## src/rtl/freq_meter_pkg.sv

```systemverilog
// Shared definitions for the frequency meter: FSM state encoding and default sizing.
package freq_meter_pkg;

    typedef enum logic {
        ST_IDLE = 1'b0,
        ST_MEAS = 1'b1
    } state_t;

    localparam int GATE_CYCLES_DEF = 50_000_000;
    localparam int COUNT_W_DEF     = 26;
    localparam int GATE_W_DEF      = 26;
    localparam int SYNC_STAGES_DEF = 2;

endpackage

```

## src/rtl/freq_meter_sync_edge_det.sv

```systemverilog
// Multi-flop synchronizer for an asynchronous level, followed by a rising-edge detector.
module sync_edge_det #(
    parameter int SYNC_STAGES = 2
) (
    input  logic iClk,
    input  logic iRst,
    input  logic iAsync,
    output logic oLevel,
    output logic oRise
);

    logic [SYNC_STAGES-1:0] sync_q;
    logic                   level_d;

    always_ff @(posedge iClk or posedge iRst) begin
        if (iRst) begin
            sync_q  <= '0;
            level_d <= 1'b0;
        end else begin
            sync_q  <= {sync_q[SYNC_STAGES-2:0], iAsync};
            level_d <= sync_q[SYNC_STAGES-1];
        end
    end

    assign oLevel = sync_q[SYNC_STAGES-1];
    assign oRise  = sync_q[SYNC_STAGES-1] & ~level_d;

endmodule

```

## src/rtl/freq_meter.sv

```systemverilog
// Gated edge counter: counts rising edges of iSig over GATE_CYCLES clocks and publishes
// the saturated count with a one-cycle oValid strobe; windows run back to back.
module freq_meter
    import freq_meter_pkg::*;
#(
    parameter int GATE_CYCLES = GATE_CYCLES_DEF,
    parameter int COUNT_W     = COUNT_W_DEF,
    parameter int GATE_W      = GATE_W_DEF,
    parameter int SYNC_STAGES = SYNC_STAGES_DEF
) (
    input  logic               iClk,
    input  logic               iRst,
    input  logic               iEn,
    input  logic               iSig,
    output logic [COUNT_W-1:0] oFreq,
    output logic               oValid,
    output logic               oOvf
);

    localparam logic [GATE_W-1:0] GATE_LAST = GATE_W'(GATE_CYCLES - 1);

    // Returns {edge_lost, saturated_count}.
    function automatic logic [COUNT_W:0] sat_inc(input logic [COUNT_W-1:0] cnt,
                                                 input logic               inc);
        logic [COUNT_W:0] sum;
        sum = {1'b0, cnt} + {{COUNT_W{1'b0}}, inc};
        if (sum[COUNT_W]) begin
            return {1'b1, {COUNT_W{1'b1}}};
        end
        return sum;
    endfunction

    state_t              state;
    state_t              state_next;
    logic [GATE_W-1:0]   gate_cnt;
    logic [COUNT_W-1:0]  edge_cnt;
    logic                ovf_flag;
    logic                sig_level;
    logic                sig_rise;
    logic                edge_pulse;
    logic                window_end;
    logic [COUNT_W:0]    sat_res;

    sync_edge_det #(
        .SYNC_STAGES(SYNC_STAGES)
    ) u_sync (
        .iClk   (iClk),
        .iRst   (iRst),
        .iAsync (iSig),
        .oLevel (sig_level),
        .oRise  (sig_rise)
    );

    assign edge_pulse = sig_rise & sig_level;
    assign window_end = (state == ST_MEAS) && (gate_cnt == GATE_LAST);
    assign sat_res    = sat_inc(edge_cnt, edge_pulse);

    always_ff @(posedge iClk or posedge iRst) begin
        if (iRst) begin
            state <= ST_IDLE;
        end else begin
            state <= state_next;
        end
    end

    always_comb begin
        state_next = state;
        case (state)
            ST_IDLE: if (iEn)  state_next = ST_MEAS;
            ST_MEAS: if (!iEn) state_next = ST_IDLE;
        endcase
    end

    // The window-closing cycle publishes and restarts counting in the same edge.
    always_ff @(posedge iClk or posedge iRst) begin
        if (iRst) begin
            gate_cnt <= '0;
            edge_cnt <= '0;
            ovf_flag <= 1'b0;
            oFreq    <= '0;
            oOvf     <= 1'b0;
            oValid   <= 1'b0;
        end else begin
            oValid <= 1'b0;
            if (state != ST_MEAS) begin
                gate_cnt <= '0;
                edge_cnt <= '0;
                ovf_flag <= 1'b0;
            end else if (window_end) begin
                oFreq    <= sat_res[COUNT_W-1:0];
                oOvf     <= ovf_flag | sat_res[COUNT_W];
                oValid   <= 1'b1;
                gate_cnt <= '0;
                edge_cnt <= '0;
                ovf_flag <= 1'b0;
            end else begin
                gate_cnt <= gate_cnt + 1'b1;
                edge_cnt <= sat_res[COUNT_W-1:0];
                ovf_flag <= ovf_flag | sat_res[COUNT_W];
            end
        end
    end

endmodule

```

## config.mk

```make
export PLATFORM = sky130hd
export DESIGN_NAME = freq_meter
export DESIGN_NICKNAME = d
export VERILOG_FILES = /design/src/rtl/freq_meter_pkg.sv /design/src/rtl/freq_meter_sync_edge_det.sv /design/src/rtl/freq_meter.sv
export SDC_FILE = /design/constraint.sdc
export NUM_CORES = 1
export LEC_CHECK = 0
export BUFFER_PORTS_ARGS = -buffer_cell sky130_fd_sc_hd__buf_2
export CAP_MARGIN = 20
export CORE_MARGIN = 1
export CORE_UTILIZATION = 59
export CTS_CLUSTER_DIAMETER = 60
export DETAILED_ROUTE_END_ITERATION = 7
export PLACE_DENSITY = 0.81
export SYNTH_ARGS = -nofsm -noshare
export SYNTH_HDL_FRONTEND = slang
export SYNTH_HIERARCHICAL = 1
export SYNTH_SLANG_ARGS = --single-unit
```

## constraint.sdc

```tcl
create_clock -name iClk -period 2.92 [get_ports iClk]
set_input_delay 0.292 -clock iClk [delete_from_list [all_inputs] [get_ports iClk]]
set_output_delay 0.292 -clock iClk [all_outputs]
set_load 0.05 [all_outputs]
```

==> impl_metrics.yaml, run 1 <==
run_status:
  run_status: "complete, no violations"
cts:
  ctsResizeCount: 0
  clkSlewWorstSetupHoldPaths_ns: 0.09
  clock_latency_ns: 0.36
  postCtsSetupBuffers: 0
  htree_levels: 3
  ctsRootBufferMaster: "clkbuf_8"
  cts_made_buffers: 9
  clkSinkCount: 85
  postCtsHoldBufs: 1
  clockBufferDepth: 2
  cts_tree: "built"
drt:
  via_per_inst: 5.59
  post_drt_wl_per_cell_um: 14.6
  antenna_left: 0
  drtPass1Iterations: 4
  wl_mm: 7.27
  drc: 0
  first_iter_violations: 197
  vias: 2779
grt:
  grt_usage_pct: 24.7
  grt_overflow: 0
  grt_pass1_vias: 2618
  antenna_found_initial: 0
  grt_max_degree: 83
  grt_pass1_wl_mm: 12.2
setup_path:
  r2r_start: "u_sync/level_d$_DFF_PP0_"
  crit_fanout: 13
  worstReg2RegEnd: "oFreq[7]$_DFFE_PP0P_"
  end_kind: "register"
  worstSetupStartpointType: "register"
  rr_worst_depth: 10
  critical_path_class: "register to register"
  arrival_ns: 2.82
  ff2ff_setup_slack_ns: 0.38
  critPathRequiredTime_ns: 3.20
sta:
  fin_crit_sh_pct: 87.0
  hold_viol: 0
  worst_slew_pin_slew_ns: 0.728
  report.final.slew_viol_count: 0
  finalSetupTns_ns: 0
  fin_skew_ns: 0.00861
  rsz0062_at_grt: "false"
  final-setup-viol-count: 0
  fin_crit_ns: 2.54
  slew_headroom_pct: 51.0
  max_freq_ghz: 0.394
place:
  hpwl_mm: 4.78
  io_buffers: 31
  gp_congestion: 0.777
floorplan:
  start_util_pct: 62.7
  die_area_um2: 6770
  fp.dieW_um: 82.3
  dieHeight_um: 82.3
  design.core.area_um2: 6060
  num_io_pins: 32
  placementRows: 28
layout:
  final_core_util_pct: 70.9
  nets: 424
  fillerInstances: 460
  drive_gt1_share_pct: 15.4
  syn_to_final_growth_pct: 13.0
  diodes: 0
synthesis:
  async_flop_share_pct: 100
  syn_nets: 387
  synth_edf_count: 0
  synth_cell_type_count: 34
  syn_area_um2: 3800
  synth.avg_cell_area_um2: 10.0
  yosys_warnings: 6
  synth-seq-cells: 85
  ys.flop_type: "dfrtp_1"
  syn-instance-count: 380
  seq_area_frac_synth_pct: 55.9
worst_hold_path:
  hold_path_class: "primary input to register"
  whs_endpoint: "state$_DFF_PP0_"
  hold_depth: 1
  min-delay-start: "iEn"
flow_run:
  max-cap-violations: 0
power:
  powerDensity_nw_per_um2: 508
  peakVddDrop_v: 0.000449
  p_leak_nw: 2.09
metal layers:
metal  vias to the layer above  part of all wire (%)  track usage (%)
met5                         -                     0                0
met4                         0                   1.3             5.79
met3                        11                   4.8             7.25
met2                        67                    49             40.4
met1                      1339                    45             32.5
li1                       1362                     -                -
critical path: stages, from the launching register on:
cell and delay (ns):
dfrtp_1 0.41, nor2b_4 0.10, and2_1 0.13, ha_1 0.20, ha_1 0.21, nand3_2 0.24
nor4_4 0.36, and3_1 0.33, buf_4 0.24, nor2_1 0.08, o21ai_0 0.16
cells in the final DEF (no fill, tap or decap), drive strengths merged, types with 4 or more instances in the layout:
cell type | synthesis | final
inv | 8 | 10
dfrtp | 85 | 85
nor2 | 78 | 78
o21ai | 18 | 18
nand4 | 14 | 14
clkbuf | 5 | 9
a21oi | 19 | 19
nand3 | 20 | 20
buf | 8 | 38
xnor2 | 12 | 12
xor2 | 32 | 32
nor4 | 13 | 13
and3 | 13 | 13
nor3 | 4 | 4
nand2 | 32 | 32
flip-flops by register name, indices dropped and copies added (netlist names):
name,count
edge_cnt,26
gate_cnt,26
oFreq,26
oOvf,1
oValid,1
ovf_flag,1
state,1
u_sync/level_d,1
u_sync/sync_q,2
power breakdown:
group,switching [mW],total (mW),internal (mW)
combinational,0.0385,0.0535,0.0149
clock,0.445,0.939,0.495
sequential,0.00645,1.19,1.18
per-stage QoR:
| stage | cell area, µm² | setup slack [ns] | std cells | power (mW) | hold WS [ns] |
|---|---|---|---|---|---|
| after floorplan | 3800 | 0.520 | 380 | 1.25 | 0.0456 |
| after global placement | 4030 | 0.557 | 479 | 1.26 | 0.174 |
| after detailed placement | 4030 | 0.406 | 479 | 1.26 | 0.179 |
| after CTS | 4270 | 0.367 | 496 | 2.19 | 0.0196 |
| after global routing | 4300 | 0.150 | 497 | 2.26 | 0.00540 |
| final | 4300 | 0.381 | 497 | 2.18 | 0.0314 |
Yosys cell counts (4+ instances only):
cell type / instances / area, µm²
and3_1: 13 / 81.3
nand2_1: 32 / 120
clkbuf_1: 5 / 18.8
dfrtp_1: 85 / 2130
o21ai_0: 12 / 60.1
inv_1: 8 / 30.0
xor2_1: 32 / 280
nor4_1: 9 / 56.3
nand4_1: 14 / 87.6
xnor2_1: 12 / 105
nor3_1: 4 / 20.0
o21ai_1: 6 / 30.0
nor2_1: 77 / 289
nand3_1: 18 / 90.1
a21oi_1: 19 / 95.1
worst max path at each step:
stage	startpoint	end	slack, ns	cells past startpoint
floorplan	iRst	edge_cnt[0]$_DFF_PP0_	0.52	1
global placement	u_sync/level_d$_DFF_PP0_	oFreq[6]$_DFFE_PP0P_	0.56	10
detailed placement	u_sync/level_d$_DFF_PP0_	oFreq[6]$_DFFE_PP0P_	0.41	10
CTS	u_sync/sync_q[1]$_DFF_PP0_	oFreq[15]$_DFFE_PP0P_	0.37	10
global route	u_sync/sync_q[1]$_DFF_PP0_	oFreq[7]$_DFFE_PP0P_	0.15	10
finish	u_sync/level_d$_DFF_PP0_	oFreq[7]$_DFFE_PP0P_	0.38	10
cell type report:
class	count	area, µm²	area share (%)
well taps	75	93.8	2.18
flip-flops and latches	85	2130	49.5
clock buffers	9	124	2.88
inverters	8	31.3	0.728
repair buffers	39	238	5.53
multi-input cells	274	1580	36.7
clock inverters	7	105	2.45
logic make-up (layout without fill, tap and decap cells):
kind of cell / count (synthesis) / after routing / share of synthesized area (%)
AO/OA/AOI/OAI: 40 / 40 / 5.50
XOR/XNOR: 44 / 44 / 10.1
adder cells (fa/ha/maj): 3 / 3 / 0.987
buffers and inverters: 21 / 63 / 2.57
flip-flops: 85 / 85 / 55.9
multiplexers: 1 / 1 / 0.263
AND/OR/NAND/NOR: 186 / 186 / 24.6
(Power assumes the default switching activity.)
==> run 2: changes to the inputs <==
--- a/config.mk
+++ b/config.mk
@@ -14,5 +14,4 @@
 export PLACE_DENSITY = 0.81
 export SYNTH_ARGS = -nofsm -noshare
 export SYNTH_HDL_FRONTEND = slang
-export SYNTH_HIERARCHICAL = 1
 export SYNTH_SLANG_ARGS = --single-unit
==> run 2 against run 1 <==
Largest power group unchanged. Largest cell class unchanged. Highest routed layer unchanged. Utilization shrank 2.5 points. Sequential cell count is the same. Global-route usage shrank 1.0 points. Sequential power is essentially flat. Worst setup slack gained 0.12 ns. Register-to-register slack gained 0.12 ns. Hold slack lost 0.019 ns. Fmax grew 5.0%.
==> impl_metrics.yaml, run 2 <==
layout:
  fillerInstances: 504
  nets: 426
  top_regs: "edge_cnt x26, gate_cnt x26, oFreq x26"
  syn_to_final_growth_pct: 12.3
  final_cell_mix: "nor2_1 (95), dfrtp_1 (85), xor2_1 (33), buf_2 (31), a21oi_1 (29)"
  drive_gt1_share_pct: 14.9
  final_common_cell: "nor2_1"
  diodes: 0
sta:
  final-setup-viol-count: 0
  fin_skew_ns: 0.00996
  worst_slew_pin_slew_ns: 0.842
  fin_crit_sh_pct: 82.8
  max_freq_ghz: 0.413
  fin_crit_ns: 2.42
  rsz0062_at_grt: "false"
  hold_viol: 0
  report.final.slew_viol_count: 0
  finalSetupTns_ns: 0
  slew_headroom_pct: 43.4
synthesis:
  syn-instance-count: 383
  yosys.cell_count.top_type: "nor2_1"
  yosys.area.top_type_share_pct: 55.3
  async_flop_share_pct: 100
  synth.avg_cell_area_um2: 10.0
  yosys_warnings: 0
  synth-seq-cells: 85
  syn_nets: 390
  syn_area_um2: 3850
  synth_area_leaders: "dfrtp_1 (55%), nor2_1 (9.3%), xor2_1 (7.5%)"
  seq_area_frac_synth_pct: 55.3
  yosys-top-cells-count: "nor2_1 (95), dfrtp_1 (85), xor2_1 (33)"
  synth_cell_type_count: 40
  synth_edf_count: 0
  yosys.area.top_type: "dfrtp_1"
  ys.flop_type: "dfrtp_1"
cts:
  htree_levels: 3
  clock_latency_ns: 0.36
  clkSlewWorstSetupHoldPaths_ns: 0.08
  postCtsHoldBufs: 0
  ctsRootBufferMaster: "clkbuf_8"
  cts_made_buffers: 9
  clkSinkCount: 85
  clockBufferDepth: 2
  postCtsSetupBuffers: 0
  cts_tree: "built"
  ctsResizeCount: 0
floorplan:
  dieHeight_um: 82.8
  die_area_um2: 6850
  start_util_pct: 60.9
  placementRows: 29
  fp.dieW_um: 82.8
  design.core.area_um2: 6310
  num_io_pins: 32
power:
  p_comb_share_pct: 2.3
  power.internal_mw: 1.85
  p_leak_nw: 2.05
  p_switching_mw: 0.447
  p_clk_share_pct: 46.0
  peakVddDrop_v: 0.000435
  powerDensity_nw_per_um2: 532
  p_seq_share_pct: 51.7
  p_sw_share_pct: 19.5
  total_power_mw: 2.30
drt:
  wl_met1_mm: 3.37
  wl_mm: 7.22
  drc: 0
  vias: 2829
  drtPass1Iterations: 4
  dr_wl_met3_um: 319
  top_layer_used: "met4"
  post_drt_wl_per_cell_um: 14.4
  antenna_left: 0
  first_iter_violations: 207
  via_per_inst: 5.65
  wl_met2_mm: 3.39
grt:
  grt_usage_pct: 23.7
  grt_max_degree: 86
  antenna_found_initial: 0
  grt_pass1_vias: 2566
  grt_overflow: 0
  grt_pass1_wl_mm: 11.8
setup_path:
  crit_fanout: 10
  critPathRequiredTime_ns: 3.20
  critical_path_class: "register to register"
  end_kind: "register"
  arrival_ns: 2.70
  worstSetupStartpointType: "register"
place:
  hpwl_mm: 4.95
  gp_congestion: 0.799
  io_buffers: 31
worst_hold_path:
  hold_path_class: "primary input to async pin"
run_status:
  run_status: "complete, no violations"
flow_run:
  max-cap-violations: 0
run 2: cell types whose count changed in the layout (fill, tap and decap cells not counted), sizes merged, moves of 5 or more:
cell	delta
nor2	+17
o21ai	-17
nand2	-14
a21oi	+12
and3	-8
nand3	+8
a31oi	+5
nor4	-5
run 2: area by class of cell:
| class | instances | area, µm² | share of cell area (%) |
|---|---|---|---|
| Inverter | 7 | 27.5 | 0.637 |
| Clock inverter | 4 | 120 | 2.78 |
| Tap cell | 77 | 96.3 | 2.23 |
| Timing Repair Buffer | 39 | 228 | 5.27 |
| Sequential cell | 85 | 2130 | 49.2 |
| Clock buffer | 12 | 135 | 3.13 |
| Multi-Input combinational cell | 277 | 1590 | 36.7 |
run 2: routing by layer:
layer	track usage (%)	vias up
li1	-	1384
met1	31.4	1374
met2	36.0	58
met3	5.49	13
met4	12.9	0
met5	0	-
run 2: stage by stage:
stage	worst slack, ns	cells	cell area (µm²)	util [%]	hold WS [ns]
4_1_cts	0.489	501	4320	68.4	0.0283
3_5_place_dp	0.507	485	4070	64.4	0.339
5_1_grt	0.331	501	4320	68.4	0.0357
2_1_floorplan	0.435	383	3850	-	0.323
3_3_place_gp	0.613	485	4070	64.4	0.352
6_report	0.501	501	4320	68.4	0.0122
run 2: cells by family after synthesis:
| kind of cell | share of synthesized area, % |
|---|---|
| AO/OA/AOI/OAI | 5.85 |
| adder cells (fa/ha/maj) | 0.976 |
| AND/OR/NAND/NOR | 23.5 |
| multiplexers | 1.11 |
| XOR/XNOR | 9.79 |
| flip-flops | 55.3 |
| buffers and inverters | 3.48 |
run 2: final timing paths:
path | start | to | slack [ns] | cells past startpoint
worst min register to register | u_sync.sync_q[0]$_DFF_PP0_ | u_sync.sync_q[1]$_DFF_PP0_ | 0.37 | 0
max in group asynchronous | iRst | edge_cnt[7]$_DFF_PP0_ | 2.56 | 3
worst min-delay path | iRst | gate_cnt[10]$_DFF_PP0_ | 0.01 | 3
min in group iClk | iEn | state$_DFF_PP0_ | 0.04 | 1
worst max-delay path | u_sync.level_d$_DFF_PP0_ | oFreq[16]$_DFFE_PP0P_ | 0.50 | 8
worst max register to register | u_sync.level_d$_DFF_PP0_ | oFreq[16]$_DFFE_PP0P_ | 0.50 | 8
run 2: power by group through the flow:
stage	Combinational (mW)	Sequential [mW]	Clock [mW]
2_1_floorplan	0.0387	1.21	0
3_3_place_gp	0.0537	1.21	0
3_5_place_dp	0.0544	1.21	0
4_1_cts	0.0545	1.19	1.07
5_1_grt	0.0621	1.19	1.11
6_report	0.0525	1.19	1.06
run 2: critical path, cell delays in order (launching register included):
cell     delay, ns
dfrtp_1       0.37
nor2b_1       0.11
ha_1          0.21
ha_1          0.23
nand3_2       0.16
or4_4         0.49
nor3_1        0.26
nand2_1       0.29
a31oi_1       0.24
==> run 3: changes to the inputs <==
--- a/config.mk
+++ b/config.mk
@@ -5,13 +5,14 @@
 export SDC_FILE = /design/constraint.sdc
 export NUM_CORES = 1
 export LEC_CHECK = 0
+export ABC_AREA = 1
 export BUFFER_PORTS_ARGS = -buffer_cell sky130_fd_sc_hd__buf_2
 export CAP_MARGIN = 20
 export CORE_MARGIN = 1
-export CORE_UTILIZATION = 59
+export CORE_UTILIZATION = 54
 export CTS_CLUSTER_DIAMETER = 60
 export DETAILED_ROUTE_END_ITERATION = 7
-export PLACE_DENSITY = 0.81
+export PLACE_DENSITY = 0.78
 export SYNTH_ARGS = -nofsm -noshare
 export SYNTH_HDL_FRONTEND = slang
 export SYNTH_SLANG_ARGS = --single-unit
==> constraint.sdc (replaced) <==
create_clock -name iClk -period 2.1 [get_ports iClk]
set_input_delay 0.21 -clock iClk [delete_from_list [all_inputs] [get_ports iClk]]
set_output_delay 0.21 -clock iClk [all_outputs]
set_load 0.05 [all_outputs]
==> run 3 against run 2 <==
Global-route usage rose by 0.35 points. Register-to-register slack lost 0.31 ns. Synthesized cell count increased by 50%. Sequential share of layout area down 5.7 points. Die area up 23%. Cell area increased by 13%. Critical path type unchanged. Critical endpoint is now edge_cnt[25]$_DFF_PP0_.
==> impl_metrics.yaml, run 3 <==
layout:
  fillerInstances: 684
  drive_gt1_share_pct: 12.2
  syn_to_final_growth_pct: 12.4
  regArea_um2: 2130
  final_core_util_pct: 63.0
  nets: 625
  top_regs: "edge_cnt x26, gate_cnt x26, oFreq x26"
  diodes: 0
  final_area_um2: 4890
  final_cell_mix: "nand2_1 (193), nor2_1 (93), dfrtp_1 (85), inv_1 (59), nand3_1 (39)"
  multi_input_comb_area_um2: 1920
  final_common_cell: "nand2_1"
grt:
  grt_overflow: 0
  grt_pass1_vias: 3676
  antenna_found_initial: 0
  grt_max_degree: 66
  grt_usage_pct: 24.0
  grt_pass1_wl_mm: 16.1
cts:
  clockBufferDepth: 2
  clock_latency_ns: 0.35
  clkSinkCount: 85
  htree_levels: 3
  cts_made_buffers: 9
  cts_tree: "built"
  ctsRootBufferMaster: "clkbuf_8"
  clkSlewWorstSetupHoldPaths_ns: 0.08
synthesis:
  yosys.area.top_type: "dfrtp_1"
  yosys-top-cells-count: "nand2_1 (193), nor2_1 (94), dfrtp_1 (85)"
  synth_cell_type_count: 28
  synth_area_leaders: "dfrtp_1 (49%), nand2_1 (17%), nor2_1 (8.1%)"
  syn_area_um2: 4350
  seq_area_frac_synth_pct: 48.9
  async_flop_share_pct: 100
  syn-instance-count: 573
  yosys.area.top_type_share_pct: 48.9
  synth.avg_cell_area_um2: 7.59
  ys.flop_type: "dfrtp_1"
  syn_nets: 580
  yosys_warnings: 0
  synth_edf_count: 0
  yosys.cell_count.top_type: "nand2_1"
  synth-seq-cells: 85
setup_path:
  max_stage_delay_ns: 0.36
  crit_fanout: 6
  end_kind: "register"
  critPathRequiredTime_ns: 2.39
  critical_path_class: "register to register"
  cpMaxStageDelayCell: "dfrtp_1"
  cp_cell_sequence: "inv_1 -> nor2_1 -> ha_1 -> ha_1 -> inv_1 -> nor2_4 -> nand2_2 -> nor2_4 -> nand3_4 -> buf_4 -> nand3_1 -> and2_1"
  cp_num_buf_inv: 3
  arrival_ns: 2.20
  worstSetupStartpointType: "register"
  crit_family: "simple AND/OR/NAND/NOR gates"
sta:
  max_freq_ghz: 0.525
  slew_headroom_pct: 68.6
  hold_viol: 0
  fin_crit_sh_pct: 90.7
  report.final.slew_viol_count: 0
  worst_slew_pin_slew_ns: 0.471
  fin_skew_ns: 0.00643
  final-setup-viol-count: 0
  fin_crit_ns: 1.91
floorplan:
  placementRows: 32
  die_area_um2: 8420
  start_util_pct: 56.0
  dieHeight_um: 91.8
  fp.dieW_um: 91.8
  design.core.area_um2: 7770
  num_io_pins: 32
place:
  io_buffers: 31
  hpwl_mm: 6.50
  placed_cell_area_um2: 4640
  gp_congestion: 0.932
drt:
  drtPass1Iterations: 5
  via_per_inst: 5.07
  wl_mm: 9.10
  vias: 3664
  post_drt_wl_per_cell_um: 12.6
  first_iter_violations: 194
  drc: 0
  antenna_left: 0
power:
  p_comb_share_pct: 3.0
  p_leak_nw: 2.50
  p_sw_share_pct: 22.2
  total_power_mw: 2.87
  p_switching_mw: 0.637
  peakVddDrop_v: 0.000489
  p_clk_share_pct: 39.5
  p_seq_share_pct: 57.5
  powerDensity_nw_per_um2: 587
  power.internal_mw: 2.24
worst_hold_path:
  hold_path_class: "register to register"
flow_run:
  max-cap-violations: 0
run_status:
  run_status: "complete, no violations"
==> run 3: changes by cell type in the layout (fill, tap and decap cells not counted), sizes merged, moves of 8 or more <==
cell	before	now
and2	1	15
a21oi	31	1
nand3	28	41
nand2	18	197
nor2	95	103
o21ai	1	13
inv	6	63
xor2	33	16
nor4	8	0
==> run 3: cell families (layout without fill, tap and decap cells) <==
| family | Yosys count | count (layout) | share of synthesized area, % |
|---|---|---|---|
| flops | 85 | 85 | 48.9 |
| buf+inv | 74 | 122 | 7.33 |
| simple gates | 378 | 378 | 37.5 |
| compound gates | 14 | 14 | 1.61 |
| fa+ha+maj | 3 | 3 | 0.863 |
| xor+xnor | 19 | 19 | 3.82 |
==> run 3: layout make-up <==
| type | instances | share of cell area [%] |
|---|---|---|
| inverter | 65 | 5.12 |
| clock buffer | 10 | 2.81 |
| tap | 102 | 2.61 |
| multi-input combinational | 414 | 39.3 |
| sequential | 85 | 43.5 |
| timing repair buffer | 43 | 5.68 |
| clock inverter | 4 | 1.02 |
==> run 3: path summary, 6_finish.rpt <==
check                                      startpoint                          to  slack [ns]  depth (start not counted)
max                        u_sync.sync_q[1]$_DFF_PP0_      edge_cnt[25]$_DFF_PP0_        0.19                         12
min                        u_sync.sync_q[0]$_DFF_PP0_  u_sync.sync_q[1]$_DFF_PP0_        0.36                          0
min in group asynchronous                        iRst  u_sync.sync_q[0]$_DFF_PP0_        0.42                          3
max reg2reg                u_sync.sync_q[1]$_DFF_PP0_      edge_cnt[25]$_DFF_PP0_        0.19                         12
max in group asynchronous                        iRst       oFreq[14]$_DFFE_PP0P_        1.02                          4
min reg2reg                u_sync.sync_q[0]$_DFF_PP0_  u_sync.sync_q[1]$_DFF_PP0_        0.36                          0
==> run 3: power by group through the flow <==
stage	combinational, mW	sequential (mW)	clock, mW
4_1_cts	0.0894	1.65	1.16
3_5_place_dp	0.0855	1.69	0
6_report	0.0855	1.65	1.13
2_1_floorplan	0.0563	1.68	0
5_1_grt	0.0982	1.65	1.22
3_3_place_gp	0.0826	1.69	0
==> run 3: worst reg2reg max path, delay by kind of cell (launching register included) <==
family	cells	cell delay (ns)
buf+inv	3	0.31
simple gates	7	0.84
flops	1	0.36
fa+ha+maj	2	0.35
==> run 3: what timing repair did <==
item | CTS | global route
endpoints found under the setup margin | 0 | 14
setup buffers | 0 | 2
hold buffers | 3 | 0
resized for setup | 0 | 4
endpoints found under the hold margin | 22 | 0
==> run 3: through the flow <==
stage | hold slack, ns | cells | TNS, ns | setup WS [ns]
2_1_floorplan | 0.241 | 573 | 0 | 0.338
3_3_place_gp | 0.246 | 704 | 0 | 0.274
3_5_place_dp | 0.254 | 704 | 0 | 0.176
4_1_cts | 0.367 | 721 | 0 | 0.121
5_1_grt | 0.381 | 723 | -0.0198 | -0.0198
6_report | 0.363 | 723 | 0 | 0.195
==> run 3: metal layers <==
metal | vias to the layer above | track usage [%] | wire, µm
li1 | 1843 | - | -
met1 | 1724 | 28.5 | 4010
met2 | 75 | 42.2 | 4510
met3 | 22 | 5.14 | 363
met4 | 0 | 10.2 | 222
met5 | - | 0 | 0
